--- src/rtl/dispatch_queue_pkg.sv ---
// Shared constants and opcode encoding for the dispatch stage.
package dispatch_queue_pkg;

  localparam int unsigned OPENUM_W     = 6;
  localparam int unsigned REG_POS_W    = 5;
  localparam int unsigned ROB_ID_W_DEF = 4;
  localparam int unsigned DATA_W_DEF   = 32;

  localparam logic [ROB_ID_W_DEF-1:0] ZERO_ROB  = '0;
  localparam logic [DATA_W_DEF-1:0]   ZERO_WORD = '0;

  typedef enum logic [OPENUM_W-1:0] {
    OPENUM_NOP = 6'd0,
    OPENUM_LUI, OPENUM_AUIPC, OPENUM_JAL, OPENUM_JALR,
    OPENUM_BEQ, OPENUM_BNE, OPENUM_BLT, OPENUM_BGE, OPENUM_BLTU, OPENUM_BGEU,
    OPENUM_LB, OPENUM_LH, OPENUM_LW, OPENUM_LBU, OPENUM_LHU,
    OPENUM_SB, OPENUM_SH, OPENUM_SW,
    OPENUM_ADDI, OPENUM_SLTI, OPENUM_SLTIU, OPENUM_XORI, OPENUM_ORI, OPENUM_ANDI,
    OPENUM_SLLI, OPENUM_SRLI, OPENUM_SRAI,
    OPENUM_ADD, OPENUM_SUB, OPENUM_SLL, OPENUM_SLT, OPENUM_SLTU,
    OPENUM_XOR, OPENUM_SRL, OPENUM_SRA, OPENUM_OR, OPENUM_AND
  } openum_e;

  // Loads and stores occupy one contiguous opcode range and go to the LSB.
  function automatic logic is_ls_op(input logic [OPENUM_W-1:0] op);
    return (op >= OPENUM_LB) && (op <= OPENUM_SW);
  endfunction

endpackage

--- src/rtl/dispatch_queue_operand_forward.sv ---
// Resolves one source operand from regfile tag, CDB channels and ROB results.
module operand_forward #(
  parameter int unsigned NUM_CDB  = 2,
  parameter int unsigned ROB_ID_W = 4,
  parameter int unsigned DATA_W   = 32
) (
  input  logic [ROB_ID_W-1:0]         q_reg,
  input  logic [DATA_W-1:0]           v_reg,
  input  logic [NUM_CDB-1:0]          cdb_valid,
  input  logic [NUM_CDB*ROB_ID_W-1:0] cdb_rob_id,
  input  logic [NUM_CDB*DATA_W-1:0]   cdb_result,
  input  logic                        rob_ready,
  input  logic [DATA_W-1:0]           rob_value,
  output logic [ROB_ID_W-1:0]         q,
  output logic [DATA_W-1:0]           v
);

  logic hit;

  always_comb begin
    q   = q_reg;
    v   = v_reg;
    hit = 1'b0;
    if (q_reg != '0) begin
      // The first matching channel wins, so channel 0 (ALU) has priority.
      for (int unsigned i = 0; i < NUM_CDB; i++) begin
        if (!hit && cdb_valid[i] && (cdb_rob_id[i*ROB_ID_W +: ROB_ID_W] == q_reg)) begin
          hit = 1'b1;
          q   = '0;
          v   = cdb_result[i*DATA_W +: DATA_W];
        end
      end
      if (!hit && rob_ready) begin
        q = '0;
        v = rob_value;
      end
    end
  end

endmodule

--- src/rtl/dispatch_queue.sv ---
// In-order dispatch queue: buffers decoded instructions and issues the head
// to ROB/regfile/RS/LSB with operands resolved at issue time.
module dispatch_queue
  import dispatch_queue_pkg::*;
#(
  parameter int unsigned DEPTH    = 4,
  parameter int unsigned NUM_CDB  = 2,
  parameter int unsigned ROB_ID_W = ROB_ID_W_DEF,
  parameter int unsigned DATA_W   = DATA_W_DEF
) (
  input  logic                        clk,
  input  logic                        rst,
  input  logic                        rdy,
  input  logic                        misbranch,
  input  logic                        in_valid,
  output logic                        in_ready,
  input  logic [OPENUM_W-1:0]         in_openum,
  input  logic [REG_POS_W-1:0]        in_rd,
  input  logic [REG_POS_W-1:0]        in_rs1,
  input  logic [REG_POS_W-1:0]        in_rs2,
  input  logic [DATA_W-1:0]           in_imm,
  input  logic [DATA_W-1:0]           in_pc,
  input  logic                        in_pred_jump,
  input  logic                        in_is_jump,
  input  logic                        in_is_store,
  input  logic                        in_has_rd,
  output logic [REG_POS_W-1:0]        rs1_to_reg,
  output logic [REG_POS_W-1:0]        rs2_to_reg,
  input  logic [DATA_W-1:0]           V1_from_reg,
  input  logic [DATA_W-1:0]           V2_from_reg,
  input  logic [ROB_ID_W-1:0]         Q1_from_reg,
  input  logic [ROB_ID_W-1:0]         Q2_from_reg,
  output logic [ROB_ID_W-1:0]         Q1_to_rob,
  output logic [ROB_ID_W-1:0]         Q2_to_rob,
  input  logic                        Q1_ready_from_rob,
  input  logic                        Q2_ready_from_rob,
  input  logic [DATA_W-1:0]           V1_result_from_rob,
  input  logic [DATA_W-1:0]           V2_result_from_rob,
  input  logic                        rob_full,
  input  logic                        rs_full,
  input  logic                        lsb_full,
  input  logic [ROB_ID_W-1:0]         rob_id_from_rob,
  input  logic [NUM_CDB-1:0]          cdb_valid,
  input  logic [NUM_CDB*ROB_ID_W-1:0] cdb_rob_id,
  input  logic [NUM_CDB*DATA_W-1:0]   cdb_result,
  output logic                        ena_to_rob,
  output logic                        ena_to_reg,
  output logic                        ena_to_rs,
  output logic                        ena_to_lsb,
  output logic [REG_POS_W-1:0]        rd_to_rob,
  output logic [DATA_W-1:0]           pc_to_rob,
  output logic [DATA_W-1:0]           rollback_pc_to_rob,
  output logic                        is_jump_to_rob,
  output logic                        is_store_to_rob,
  output logic                        pred_jump_to_rob,
  output logic [REG_POS_W-1:0]        rd_to_reg,
  output logic [ROB_ID_W-1:0]         Q_to_reg,
  output logic [OPENUM_W-1:0]         openum_to_rs,
  output logic [DATA_W-1:0]           V1_to_rs,
  output logic [DATA_W-1:0]           V2_to_rs,
  output logic [ROB_ID_W-1:0]         Q1_to_rs,
  output logic [ROB_ID_W-1:0]         Q2_to_rs,
  output logic [DATA_W-1:0]           imm_to_rs,
  output logic [DATA_W-1:0]           pc_to_rs,
  output logic [ROB_ID_W-1:0]         rob_id_to_rs,
  output logic [OPENUM_W-1:0]         openum_to_lsb,
  output logic [DATA_W-1:0]           V1_to_lsb,
  output logic [DATA_W-1:0]           V2_to_lsb,
  output logic [ROB_ID_W-1:0]         Q1_to_lsb,
  output logic [ROB_ID_W-1:0]         Q2_to_lsb,
  output logic [DATA_W-1:0]           imm_to_lsb,
  output logic [DATA_W-1:0]           pc_to_lsb,
  output logic [ROB_ID_W-1:0]         rob_id_to_lsb
);

  localparam int unsigned PTR_W = $clog2(DEPTH);
  localparam int unsigned CNT_W = PTR_W + 1;
  localparam logic [CNT_W-1:0] CNT_FULL = CNT_W'(DEPTH);

  typedef struct packed {
    logic [OPENUM_W-1:0]  openum;
    logic [REG_POS_W-1:0] rd;
    logic [REG_POS_W-1:0] rs1;
    logic [REG_POS_W-1:0] rs2;
    logic [DATA_W-1:0]    imm;
    logic [DATA_W-1:0]    pc;
    logic                 pred_jump;
    logic                 is_jump;
    logic                 is_store;
    logic                 has_rd;
  } entry_t;

  entry_t              mem [DEPTH];
  entry_t              head_e;
  entry_t              in_entry;
  logic [PTR_W-1:0]    head;
  logic [PTR_W-1:0]    tail;
  logic [CNT_W-1:0]    count;
  logic                head_ls;
  logic                eligible;
  logic                issue;
  logic                push;
  logic [DATA_W-1:0]   head_rollback;
  logic [ROB_ID_W-1:0] q1_res, q2_res;
  logic [DATA_W-1:0]   v1_res, v2_res;

  assign in_entry = '{openum: in_openum, rd: in_rd, rs1: in_rs1, rs2: in_rs2,
                      imm: in_imm, pc: in_pc, pred_jump: in_pred_jump,
                      is_jump: in_is_jump, is_store: in_is_store, has_rd: in_has_rd};

  assign head_e     = mem[head];
  assign rs1_to_reg = head_e.rs1;
  assign rs2_to_reg = head_e.rs2;
  assign Q1_to_rob  = Q1_from_reg;
  assign Q2_to_rob  = Q2_from_reg;

  assign in_ready = (count != CNT_FULL) && !misbranch;
  assign push     = in_valid && in_ready && rdy && (in_openum != OPENUM_NOP);
  assign head_ls  = is_ls_op(head_e.openum);
  assign eligible = (count != '0) && !rob_full && (head_ls ? !lsb_full : !rs_full);
  assign issue    = eligible && rdy && !misbranch;

  // Restart PC if the prediction turns out wrong: the untaken path for a
  // predicted-taken jump, the branch target otherwise.
  assign head_rollback = (head_e.is_jump && !head_e.pred_jump) ? head_e.pc + head_e.imm
                                                               : head_e.pc + DATA_W'(4);

  operand_forward #(.NUM_CDB(NUM_CDB), .ROB_ID_W(ROB_ID_W), .DATA_W(DATA_W)) fwd_rs1 (
    .q_reg(Q1_from_reg), .v_reg(V1_from_reg), .cdb_valid(cdb_valid),
    .cdb_rob_id(cdb_rob_id), .cdb_result(cdb_result),
    .rob_ready(Q1_ready_from_rob), .rob_value(V1_result_from_rob),
    .q(q1_res), .v(v1_res)
  );

  operand_forward #(.NUM_CDB(NUM_CDB), .ROB_ID_W(ROB_ID_W), .DATA_W(DATA_W)) fwd_rs2 (
    .q_reg(Q2_from_reg), .v_reg(V2_from_reg), .cdb_valid(cdb_valid),
    .cdb_rob_id(cdb_rob_id), .cdb_result(cdb_result),
    .rob_ready(Q2_ready_from_rob), .rob_value(V2_result_from_rob),
    .q(q2_res), .v(v2_res)
  );

  always_ff @(posedge clk) begin
    if (!rst && push) mem[tail] <= in_entry;
  end

  always_ff @(posedge clk) begin
    if (rst) begin
      head <= '0; tail <= '0; count <= '0;
      ena_to_rob <= 1'b0; ena_to_reg <= 1'b0; ena_to_rs <= 1'b0; ena_to_lsb <= 1'b0;
      rd_to_rob <= '0; pc_to_rob <= '0; rollback_pc_to_rob <= '0;
      is_jump_to_rob <= 1'b0; is_store_to_rob <= 1'b0; pred_jump_to_rob <= 1'b0;
      rd_to_reg <= '0; Q_to_reg <= '0;
      openum_to_rs <= '0; V1_to_rs <= '0; V2_to_rs <= '0; Q1_to_rs <= '0;
      Q2_to_rs <= '0; imm_to_rs <= '0; pc_to_rs <= '0; rob_id_to_rs <= '0;
      openum_to_lsb <= '0; V1_to_lsb <= '0; V2_to_lsb <= '0; Q1_to_lsb <= '0;
      Q2_to_lsb <= '0; imm_to_lsb <= '0; pc_to_lsb <= '0; rob_id_to_lsb <= '0;
    end else if (misbranch) begin
      head <= '0; tail <= '0; count <= '0;
      ena_to_rob <= 1'b0; ena_to_reg <= 1'b0; ena_to_rs <= 1'b0; ena_to_lsb <= 1'b0;
    end else if (!rdy) begin
      ena_to_rob <= 1'b0; ena_to_reg <= 1'b0; ena_to_rs <= 1'b0; ena_to_lsb <= 1'b0;
    end else begin
      if (push)  tail <= tail + 1'b1;
      if (issue) head <= head + 1'b1;
      count <= count + CNT_W'(push) - CNT_W'(issue);

      ena_to_rob <= issue;
      ena_to_reg <= issue && head_e.has_rd && (head_e.rd != '0);
      ena_to_rs  <= issue && !head_ls;
      ena_to_lsb <= issue && head_ls;

      if (issue) begin
        rd_to_rob          <= head_e.rd;
        pc_to_rob          <= head_e.pc;
        rollback_pc_to_rob <= head_rollback;
        is_jump_to_rob     <= head_e.is_jump;
        is_store_to_rob    <= head_e.is_store;
        pred_jump_to_rob   <= head_e.pred_jump;
        rd_to_reg          <= head_e.rd;
        Q_to_reg           <= rob_id_from_rob;
        if (head_ls) begin
          openum_to_lsb <= head_e.openum; V1_to_lsb <= v1_res; V2_to_lsb <= v2_res;
          Q1_to_lsb <= q1_res; Q2_to_lsb <= q2_res; imm_to_lsb <= head_e.imm;
          pc_to_lsb <= head_e.pc; rob_id_to_lsb <= rob_id_from_rob;
          openum_to_rs <= '0; V1_to_rs <= '0; V2_to_rs <= '0; Q1_to_rs <= '0;
          Q2_to_rs <= '0; imm_to_rs <= '0; pc_to_rs <= '0; rob_id_to_rs <= '0;
        end else begin
          openum_to_rs <= head_e.openum; V1_to_rs <= v1_res; V2_to_rs <= v2_res;
          Q1_to_rs <= q1_res; Q2_to_rs <= q2_res; imm_to_rs <= head_e.imm;
          pc_to_rs <= head_e.pc; rob_id_to_rs <= rob_id_from_rob;
          openum_to_lsb <= '0; V1_to_lsb <= '0; V2_to_lsb <= '0; Q1_to_lsb <= '0;
          Q2_to_lsb <= '0; imm_to_lsb <= '0; pc_to_lsb <= '0; rob_id_to_lsb <= '0;
        end
      end
    end
  end

endmodule

--- config.mk ---
export PLATFORM = sky130hd
export DESIGN_NAME = dispatch_queue
export DESIGN_NICKNAME = d
export VERILOG_FILES = /design/src/rtl/dispatch_queue_pkg.sv /design/src/rtl/dispatch_queue_operand_forward.sv /design/src/rtl/dispatch_queue.sv
export SDC_FILE = /design/constraint.sdc
export NUM_CORES = 1
export LEC_CHECK = 0
export BUFFER_PORTS_ARGS = -buffer_cell sky130_fd_sc_hd__buf_4
export CAP_MARGIN = 10
export CORE_UTILIZATION = 41
export DETAILED_ROUTE_END_ITERATION = 10
export GPL_TIMING_DRIVEN = 0
export PLACE_DENSITY = 0.75
export RECOVER_POWER = 25
export SETUP_SLACK_MARGIN = 0.1
export SLEW_MARGIN = 20
export SYNTH_ARGS = -nofsm -noshare
export SYNTH_HDL_FRONTEND = slang
export SYNTH_SLANG_ARGS = --single-unit
export TNS_END_PERCENT = 100
--- constraint.sdc ---
create_clock -name clk -period 5.1 [get_ports clk]
set_clock_uncertainty 0.05 [all_clocks]
set_input_delay 0.255 -clock clk [delete_from_list [all_inputs] [get_ports clk]]
set_output_delay 0.255 -clock clk [all_outputs]
set_load 0.05 [all_outputs]
# [Yosys cells after proc, flatten, opt, wreduce, memory -nomap -nowiden]
# Memories as Yosys holds them, arrays and structs flattened. A register that Yosys moved wholly into a read port is not among the register bits.
# Index checks and enable logic that the tools add are counted.
[totals] reg_bits=379 latchBits=0 mem_bits_rw=356 romBits=0 in_bits=313 output_inout_bits=396 wordCells=136 mem_count=1
[mem_list] name="mem" words=4 width=89 read_ports=1 rd_clocked_by_memory_dff=1 wr=1 line="dispatch_queue.sv:93" rtl="entry_t mem [DEPTH];"
[classes] add_sub_neg=6 n_mul=0 n_div=0 order_cmp=2 n_eq_ne=5 shifts=0 muxes=46 bitwise=2 n_reduce_logical=44
[ops] op="32-bit 2-to-1 mux" n=17
[ops] op="4-bit 2-to-1 mux" n=14
[ops] op="32-bit by 3-bit adder with 32-bit output, second input constant" n=1
[ops] op="32-bit adder" n=1
[ops] op="1-bit logical AND" n=23
[ops] op="4-bit == test" n=4
[ops] op="6-bit 2-to-1 mux" n=2
[ops] op="1-bit zero test" n=11
[ops] op="1-bit 2-to-1 mux" n=11
[ops] op="4-bit nonzero test" n=2
[ops] op="6-bit by 4-bit greater-or-equal comparator with 1-bit output, second input constant" n=1
[ops] op="6-bit by 5-bit <= comparator with 1-bit output, second input constant" n=1
[ops] op="6-bit nonzero test" n=1
[ops] op="5-bit nonzero test" n=1
[ops] op="2-bit by 1-bit adder with 2-bit output, second input constant" n=2
[ops] op="2-bit 2-to-1 mux" n=2
[ops] op="2-bit AND reduction" n=2
[ops] op="3-bit by 1-bit adder with 3-bit output" n=1
[ops] op="3-bit inequality test, second input constant" n=1
[ops] op="3-bit AND reduction" n=1
[ops] op="3-bit nonzero test" n=1
[ops] op="3-bit OR reduction" n=1
[ops] op="3-bit by 1-bit subtractor with 3-bit output" n=1
[ops] op="1-bit NOT" n=2
[ops] op="2-bit OR reduction" n=1

# [Logic depth before layout (Yosys ltp)]
# Gate-level depths: netlist of the first run.
[depth] depth_word=14 ltp_mapped=17 ltp_nobuf=15

# [By module]
# From an unflattened synthesis of the first run, not the netlist that was laid out.
[unflattened] hier_cells=2928 area_unflattened_um2=32458.6
[by_module_without_submodules] module="dispatch_queue" n_inst=1 cells_each=2206 area_per_inst_um2=28232.1 seq_area_each_um2=18317.6
[by_module_without_submodules] module="operand_forward" n_inst=2 cells_each=361 area_per_inst_um2=2113.3 seq_area_each_um2=0.0

# [Worst setup path before layout of the first run]
# OpenSTA, ideal clock, no wires.
[synth_timing] kind="register to register" from="reg count[1]" to="mem mem[0][0] (netlist name) (enable)" setup_ps=458 t_arrival_ps=3967 required_ps=4592 path_slack_ps=625 stages_incl_launch_ff=6 path_buffers=0 synth_period_minus_slack_ps=4475 cell_sequence="dfxtp_1 -> nor2_1 -> a21oi_1 -> nand4_1 -> nor2_1 -> and2_1"
[synth_via] elab_chain_cells=8
[synth_lines] item="from (decl)" line="dispatch_queue.sv:98" rtl="logic [CNT_W-1:0] count;"
[synth_lines] item="from (signal assigned)" line="dispatch_queue.sv:165" rtl="count <= count + CNT_W'(push) - CNT_W'(issue);"
[synth_lines] item="3-bit inequality test" line="dispatch_queue.sv:117" rtl="assign in_ready = (count != CNT_FULL) && !misbranch;"
[synth_lines] item="1-bit logical AND" line="dispatch_queue.sv:117"
[synth_lines] item="net in_ready" line="dispatch_queue.sv:16" rtl="output logic in_ready,"
[synth_lines] item="1-bit logical AND (3 in a row)" line="dispatch_queue.sv:118" rtl="assign push = in_valid && in_ready && rdy && (in_openum != OPENUM_NOP);"
[synth_lines] item="1-bit logical AND" line="dispatch_queue.sv:143" rtl="if (!rst && push) mem[tail] <= in_entry;"
[synth_lines] item="1-bit 2-to-1 mux" line="dispatch_queue.sv:143"
[synth_lines] item="1-bit 2-to-1 mux (not written as such)" line="dispatch_queue.sv:143"
[synth_lines] item="to (decl)" line="dispatch_queue.sv:93"
# The timed path passes the listed nets, and every way through them passes these cells.

==> impl_metrics.py, run 1 <==
metrics = {
    "run_status": {
        "outcome": "finished, final reports clean",
    },
    "run": {
        "cap_viol_max_count": 0,
    },
    "synthesis": {
        "yosys_register_bits": 737,
        "ys_warn_count": 0,
        "netlist_instances": 2664,
        "syn_nets": 3017,
        "ys_seq_area_share_pct": 58.1,
        "ys_types": 73,
        "ys.flop_type": "dfxtp_1",
        "synth.avg_cell_area_sq_um": 11.8,
        "synthArstFlopShare_pct": 0,
        "synth_edf_count": 356,
        "synth_area_sq_mm": 0.0316,
    },
    "route": {
        "via_per_inst": 5.61,
        "ant_nets": 0,
        "drt_drc_violations_left": 0,
        "vias": 26200,
        "routedWlPerCell_um": 26.1,
        "drt_first_pass_iters": 6,
        "drt_iter0_markers": 2246,
        "finalWirelength_um": 122000,
    },
    "sta": {
        "final-hold-violation-count": 0,
        "finalMaxSlewViolations": 0,
        "min_period_ps": 4820,
        "tightest_slew_ps": 961,
        "rsz0062_at_grt": "true",
        "max_freq_mhz": 208,
        "period_share_pct": 94.5,
        "setup_viol": 0,
        "relSlewSlack_pct": 35.9,
    },
    "global_routing": {
        "grt_pass1_vias": 26100,
        "gr-total-overflow": 0,
        "grt_pass1_wl_um": 173000,
        "grt_max_degree": 48,
        "grtUsageTotal_pct": 30.3,
        "antenna_found_initial": 19,
    },
    "setup_path": {
        "startpoint_type": "register",
        "cp_slowest_cell": "mux4_2",
        "worstPathMaxFanout": 19,
        "critPathKind": "register to register",
        "crit_required_ps": 5550,
        "critPathBufInv": 5,
        "worstPathCellList": "buf_2 -> buf_2 -> buf_2 -> mux4_2 -> ha_1 -> inv_1 -> fa_1 -> nand2b_1 -> a21oi_1 -> o211ai_1 -> buf_4 -> a2111oi_4 -> o21ai_0 -> a21oi_1 -> xnor2_1 -> o221ai_1",
        "cp-end-kind": "register",
        "slowest_delay_ps": 530,
        "cpMostUsedCell": "buf_2",
        "worstPathArrival_ps": 5260,
        "path_depth": 16,
        "r2r_cells": 16,
        "cp_top_family": "compound AO/OA/AOI/OAI gates",
    },
    "hold_path": {
        "hold_class": "primary input to register",
        "holdPathStages": 4,
    },
    "pwr": {
        "p_int_mw": 9.96,
        "comb_power_share_pct": 7.0,
        "ir_drop_mv": 0.305,
        "seq_power_share_pct": 47.8,
        "power.total_mw": 13.0,
        "p_leak_nw": 15.4,
        "p_sw_share_pct": 23.5,
        "power.density_mw_per_mm2": 311,
        "net-switching-power_mw": 3.06,
        "power.share.clock_pct": 45.2,
    },
    "die": {
        "coreArea_sq_mm": 0.0761,
        "ios": 709,
        "start_util_pct": 41.5,
        "die-area_sq_mm": 0.0781,
        "rows": 101,
        "fp.dieH_um": 279,
        "die_x_um": 279,
    },
    "clock_network": {
        "path_clk_slew_ps": 60,
        "tritoncts": "done",
        "cts.path.max_buffers": 3,
        "cts_buffers": 79,
        "root_buffer": "clkbuf_16",
        "worstSkewPairLatency_ps": 670,
        "cts_num_sinks": 737,
        "htree_levels": 3,
    },
    "cells_and_area": {
        "layout_common_cells": "634 x buf_4, 397 x nor2_1, 381 x dfxtp_1, 356 x edfxtp_1, 250 x clkbuf_1",
        "largest_reg_flops": 356,
        "top_register": "mem",
        "instances_no_fill": 4674,
        "layout_commonest_cell": "buf_4",
        "n_fill_cell": 6495,
        "drive_gt1_share_pct": 27.6,
        "area_growth_pct": 32.7,
        "final_nets": 3914,
    },
    "placement": {
        "dpl.cell_count": 4410,
        "hpwl_um": 91600,
        "gp_congestion": 1.02,
        "numPortBuffers": 707,
    },
}
cells by family after synthesis:
| kind of cell | count (synthesis) | share of synthesized area (%) |
|---|---|---|
| adder cells (fa/ha/maj) | 40 | 1.63 |
| XOR/XNOR | 67 | 1.86 |
| flip-flops | 737 | 58.1 |
| AND/OR/NAND/NOR | 775 | 10.7 |
| buffers and inverters | 251 | 3.71 |
| AO/OA/AOI/OAI | 666 | 16.4 |
| multiplexers | 128 | 7.59 |
Yosys cell counts (4+ instances only):
cell	n	area share [%]
nor2_1	397	4.7
dfxtp_1	381	24
edfxtp_1	356	34
nand2_1	197	2.3
a22oi_1	162	3.9
a21oi_1	131	2.1
clkbuf_1	129	1.5
o21ai_0	93	1.5
mux4_2	89	6.4
o2bb2a_1	78	2.5
o22ai_1	63	1.2
buf_2	60	0.95
o2bb2a_4	47	3.0
mux2i_1	39	1.2
ha_1	38	1.5
nand2b_1	38	0.75
and2_1	37	0.73
xnor2_1	36	1.0
xor2_1	31	0.86
buf_4	28	0.67
nand3_1	23	0.36
nand4_1	17	0.34
inv_1	14	0.17
nor3_1	14	0.22
a211oi_1	12	0.29
a21o_1	12	0.29
o211ai_1	12	0.29
nor4_1	11	0.22
buf_1	9	0.11
nor2b_1	9	0.18
and3_1	6	0.12
and4_1	6	0.17
buf_6	6	0.21
o21ai_1	6	0.095
o21a_1	5	0.12
a31oi_1	4	0.079
nor3b_1	4	0.095
o311ai_0	4	0.11
o31ai_1	4	0.095
path summary, 6_finish.rpt:
check	start	to	slack [ps]
min reg2reg	pc_to_rob[30]$_SDFFE_PP0P_	pc_to_rob[30]$_SDFFE_PP0P_	410
max	register	rollback_pc_to_rob[30]$_SDFFE_PP0P_	280
max reg2reg	register	rollback_pc_to_rob[30]$_SDFFE_PP0P_	280
min	V2_from_reg[20]	V2_to_lsb[20]$_SDFFE_PP0P_	80
worst min-delay path, cell delays in order:
cell      delay (ps)
buf_4             80
o22ai_1          100
o2bb2a_4         220
nor2_1            70
metal layers:
layer	wire length (um)	share of wire, %	track usage [%]	vias to the layer above
li1	-	-	-	11700
met1	42800	35	32.9	12900
met2	61700	51	53.5	1357
met3	9890	8.1	6.94	329
met4	7530	6.2	18.7	0
met5	0	0	0	-
stage by stage:
step	setup TNS, ps	setup WS [ps]	instance area, sq um	hold slack (ps)	utilization (%)
6_report	0	283	41900	82.6	55.0
5_1_grt	-5.38	-5.38	41900	81.8	55.0
4_1_cts	0	125	42200	46.0	55.4
3_5_place_dp	-5080	-803	38400	395	50.5
3_3_place_gp	-215640	-838	38100	390	50.1
2_1_floorplan	0	625	31600	304	-
area by class of cell:
cell class,instances,area (sq um),area share (%)
antenna,17,42.5,0.102
buffer,230,1110,2.64
clock buffer,121,2340,5.59
clock inverter,26,380,0.908
inverter,17,63.8,0.152
multi-input combinational,1676,12200,29.1
sequential,737,18300,43.8
tap,1030,1290,3.08
timing repair buffer,820,6150,14.7
power groups by stage:
stage | Combinational (mW) | Clock [mW] | Sequential (mW)
after global placement | 0.835 | 0 | 6.36
final | 0.907 | 5.89 | 6.23
after global routing | 0.956 | 6.16 | 6.23
after detailed placement | 0.847 | 0 | 6.36
after CTS | 0.922 | 5.93 | 6.23
after floorplan | 0.366 | 0 | 6.39
what timing repair did:
item	4_1_cts	5_1_grt
cloned	0	0
resized for setup	11	16
pin swaps	0	2
hold endpoints to repair	389	0
hold buffers	103	0
buffers inserted	0	1
setup endpoints to repair	17	11
Power figures use the tool's default switching activity.
==> run 2, diff against run 1 <==
--- a/config.mk
+++ b/config.mk
@@ -7,9 +7,11 @@
 export LEC_CHECK = 0
 export BUFFER_PORTS_ARGS = -buffer_cell sky130_fd_sc_hd__buf_4
 export CAP_MARGIN = 10
+export CORE_ASPECT_RATIO = 2
 export CORE_UTILIZATION = 41
 export DETAILED_ROUTE_END_ITERATION = 10
 export GPL_TIMING_DRIVEN = 0
+export HOLD_SLACK_MARGIN = 0.08
 export PLACE_DENSITY = 0.75
 export RECOVER_POWER = 25
 export SETUP_SLACK_MARGIN = 0.1
==> run 2 against run 1 <==
Worst setup slack worse by 84 ps. Sequential cell count stayed put. Combinational power is 8.5% higher. Critical path depth is 1 lower. Cell count is 0.47% lower. Wire length is 11% higher. First-iteration DRC count is 23% lower. Worst hold slack better by 40 ps. Clock power is 20% lower. Maximum frequency is 1.7% lower. Sequential share of layout area is 0.52 points higher. Highest routed layer is now met5.
==> impl_metrics.py, run 2 (same netlist as run 1, synthesis figures left out) <==
metrics = {
    "run_status": {
        "outcome": "finished, final reports clean",
    },
    "die": {
        "rows": 143,
        "start_util_pct": 41.5,
        "die-area_sq_mm": 0.0781,
        "fp.dieH_um": 394,
        "ios": 709,
        "coreArea_sq_mm": 0.0760,
        "die_x_um": 198,
    },
    "setup_path": {
        "cp-end-kind": "register",
        "critPathKind": "register to register",
        "worstPathCellList": "buf_2 -> buf_2 -> clkbuf_4 -> mux4_2 -> ha_1 -> inv_1 -> fa_1 -> nand2b_1 -> a21oi_1 -> o21ai_1 -> o31ai_2 -> o41ai_4 -> xnor2_1 -> a211oi_1 -> nor3_1",
        "worstPathMaxFanout": 19,
        "slowest_delay_ps": 490,
        "cpMostUsedCell": "buf_2",
        "worstPathArrival_ps": 5370,
        "r2r_end": "rollback_pc_to_rob[20]$_SDFFE_PP0P_",
        "crit_required_ps": 5570,
        "r2r_cells": 15,
        "r2r_slack_ps": 200,
        "cp_slowest_cell": "a211oi_1",
        "startpoint_type": "register",
    },
    "sta": {
        "min_period_ps": 4900,
        "max_freq_mhz": 204,
        "setup_ws_ps": 198,
        "tightest_slew_ps": 1110,
        "final-hold-violation-count": 0,
        "hold_slack_ps": 123,
        "rsz0062_at_grt": "true",
        "period_share_pct": 96.1,
        "relSlewSlack_pct": 25.7,
        "finalMaxSlewViolations": 0,
        "setup_viol": 0,
    },
    "pwr": {
        "power.density_mw_per_mm2": 288,
        "p_leak_nw": 15.1,
        "ir_drop_mv": 0.375,
        "power.total_mw": 11.9,
    },
    "global_routing": {
        "grt_pass1_wl_um": 189000,
        "met2_usage_pct": 61.4,
        "met3_usage_pct": 9.36,
        "antenna_found_initial": 23,
        "grtUsageTotal_pct": 34.2,
        "busiest_layer": "met2",
        "met1_usage_pct": 32.6,
        "grt_max_degree": 46,
        "gr-total-overflow": 0,
        "grt_pass1_vias": 27300,
    },
    "cells_and_area": {
        "fin_area_sq_mm": 0.0414,
        "top_register": "mem",
        "n_fill_cell": 6601,
        "area_growth_pct": 31.1,
        "largest_reg_flops": 356,
        "final-seq-area_sq_mm": 0.0183,
        "drive_gt1_share_pct": 26.7,
        "layout_common_cells": "632 x buf_4, 397 x nor2_1, 381 x dfxtp_1, 356 x edfxtp_1, 243 x clkbuf_1",
        "layout_commonest_cell": "buf_4",
        "multi_input_area_sq_mm": 0.0121,
        "final_nets": 3928,
    },
    "route": {
        "drt_iter0_markers": 1728,
        "drt_drc_violations_left": 0,
        "via_per_inst": 5.73,
        "vias": 26600,
        "finalWirelength_um": 136000,
        "drt_first_pass_iters": 6,
        "ant_nets": 0,
        "routedWlPerCell_um": 29.2,
    },
    "placement": {
        "gp_congestion": 1.00,
        "hpwl_um": 104000,
        "dpl-instance-area_sq_mm": 0.0383,
        "numPortBuffers": 707,
        "dp_slack_ps": -1190,
    },
    "clock_network": {
        "path_clk_slew_ps": 80,
        "worstSkewPairLatency_ps": 670,
        "cts.path.max_buffers": 3,
        "htree_levels": 2,
        "root_buffer": "clkbuf_16",
        "tritoncts": "done",
        "cts_num_sinks": 737,
        "cts_buffers": 61,
        "postCtsSetupRepairBufs": 0,
    },
    "hold_path": {
        "holdPathStages": 4,
        "whs_endpoint": "V1_to_lsb[18]$_SDFFE_PP0P_",
        "min_from": "V1_from_reg[18]",
        "hold_class": "primary input to register",
    },
    "run": {
        "cap_viol_max_count": 0,
    },
}
run 2: cell type report:
class | count | share of cell area (%)
flip-flops and latches | 737 | 44.3
multi-input cells | 1676 | 29.4
repair buffers | 850 | 15.6
clock buffers | 83 | 4.10
well taps | 1015 | 3.07
plain buffers | 232 | 2.69
clock inverters | 32 | 0.671
inverters | 17 | 0.154
diodes | 10 | 0.0605
run 2: worst max-delay path by stage:
stage                               start                                  end  cells after the start
floorplan           count[1]$_SDFFE_PP0P_                  mem[0][0]$_DFFE_PP_                      5
global placement                 register  rollback_pc_to_rob[20]$_SDFFE_PP0P_                     15
detailed placement               register  rollback_pc_to_rob[20]$_SDFFE_PP0P_                     15
CTS                              register  rollback_pc_to_rob[28]$_SDFFE_PP0P_                     15
global route                     register  rollback_pc_to_rob[28]$_SDFFE_PP0P_                     15
finish                           register  rollback_pc_to_rob[20]$_SDFFE_PP0P_                     15
run 2: routing by layer:
metal,wire length (um),part of all wire [%]
met1,41900,31
met4,11300,8.3
met5,144,0.11
met2,70000,51
met3,12600,9.3
run 2: worst max-delay path, delay by kind of cell (launching register included):
family,cells,cell delay [ps]
compound gates,5,1760
buf+inv,4,1050
simple gates,2,300
xor+xnor,1,250
fa+ha+maj,2,590
flops,1,300
mux,1,460
run 2: through the flow:
step           std cells  TNS, ps  util (%)
6_report            4652        0      54.4
5_1_grt             4652        0      54.4
4_1_cts             4642        0      54.9
3_5_place_dp        4393    -7800      50.4
3_3_place_gp        4386  -265240      50.1
2_1_floorplan       2664        0         -
run 2: where the power goes:
part           switching [mW]  total [mW]  internal (mW)
Combinational           0.612       0.984          0.373
Clock                    2.26        4.72           2.46
Sequential             0.0102        6.22           6.21
run 2: repair_timing:
item,in CTS,in global routing
hold endpoints to repair,424,0
resized for setup,11,6
hold buffers,136,0
cloned,0,0
endpoints found under the setup margin,21,9
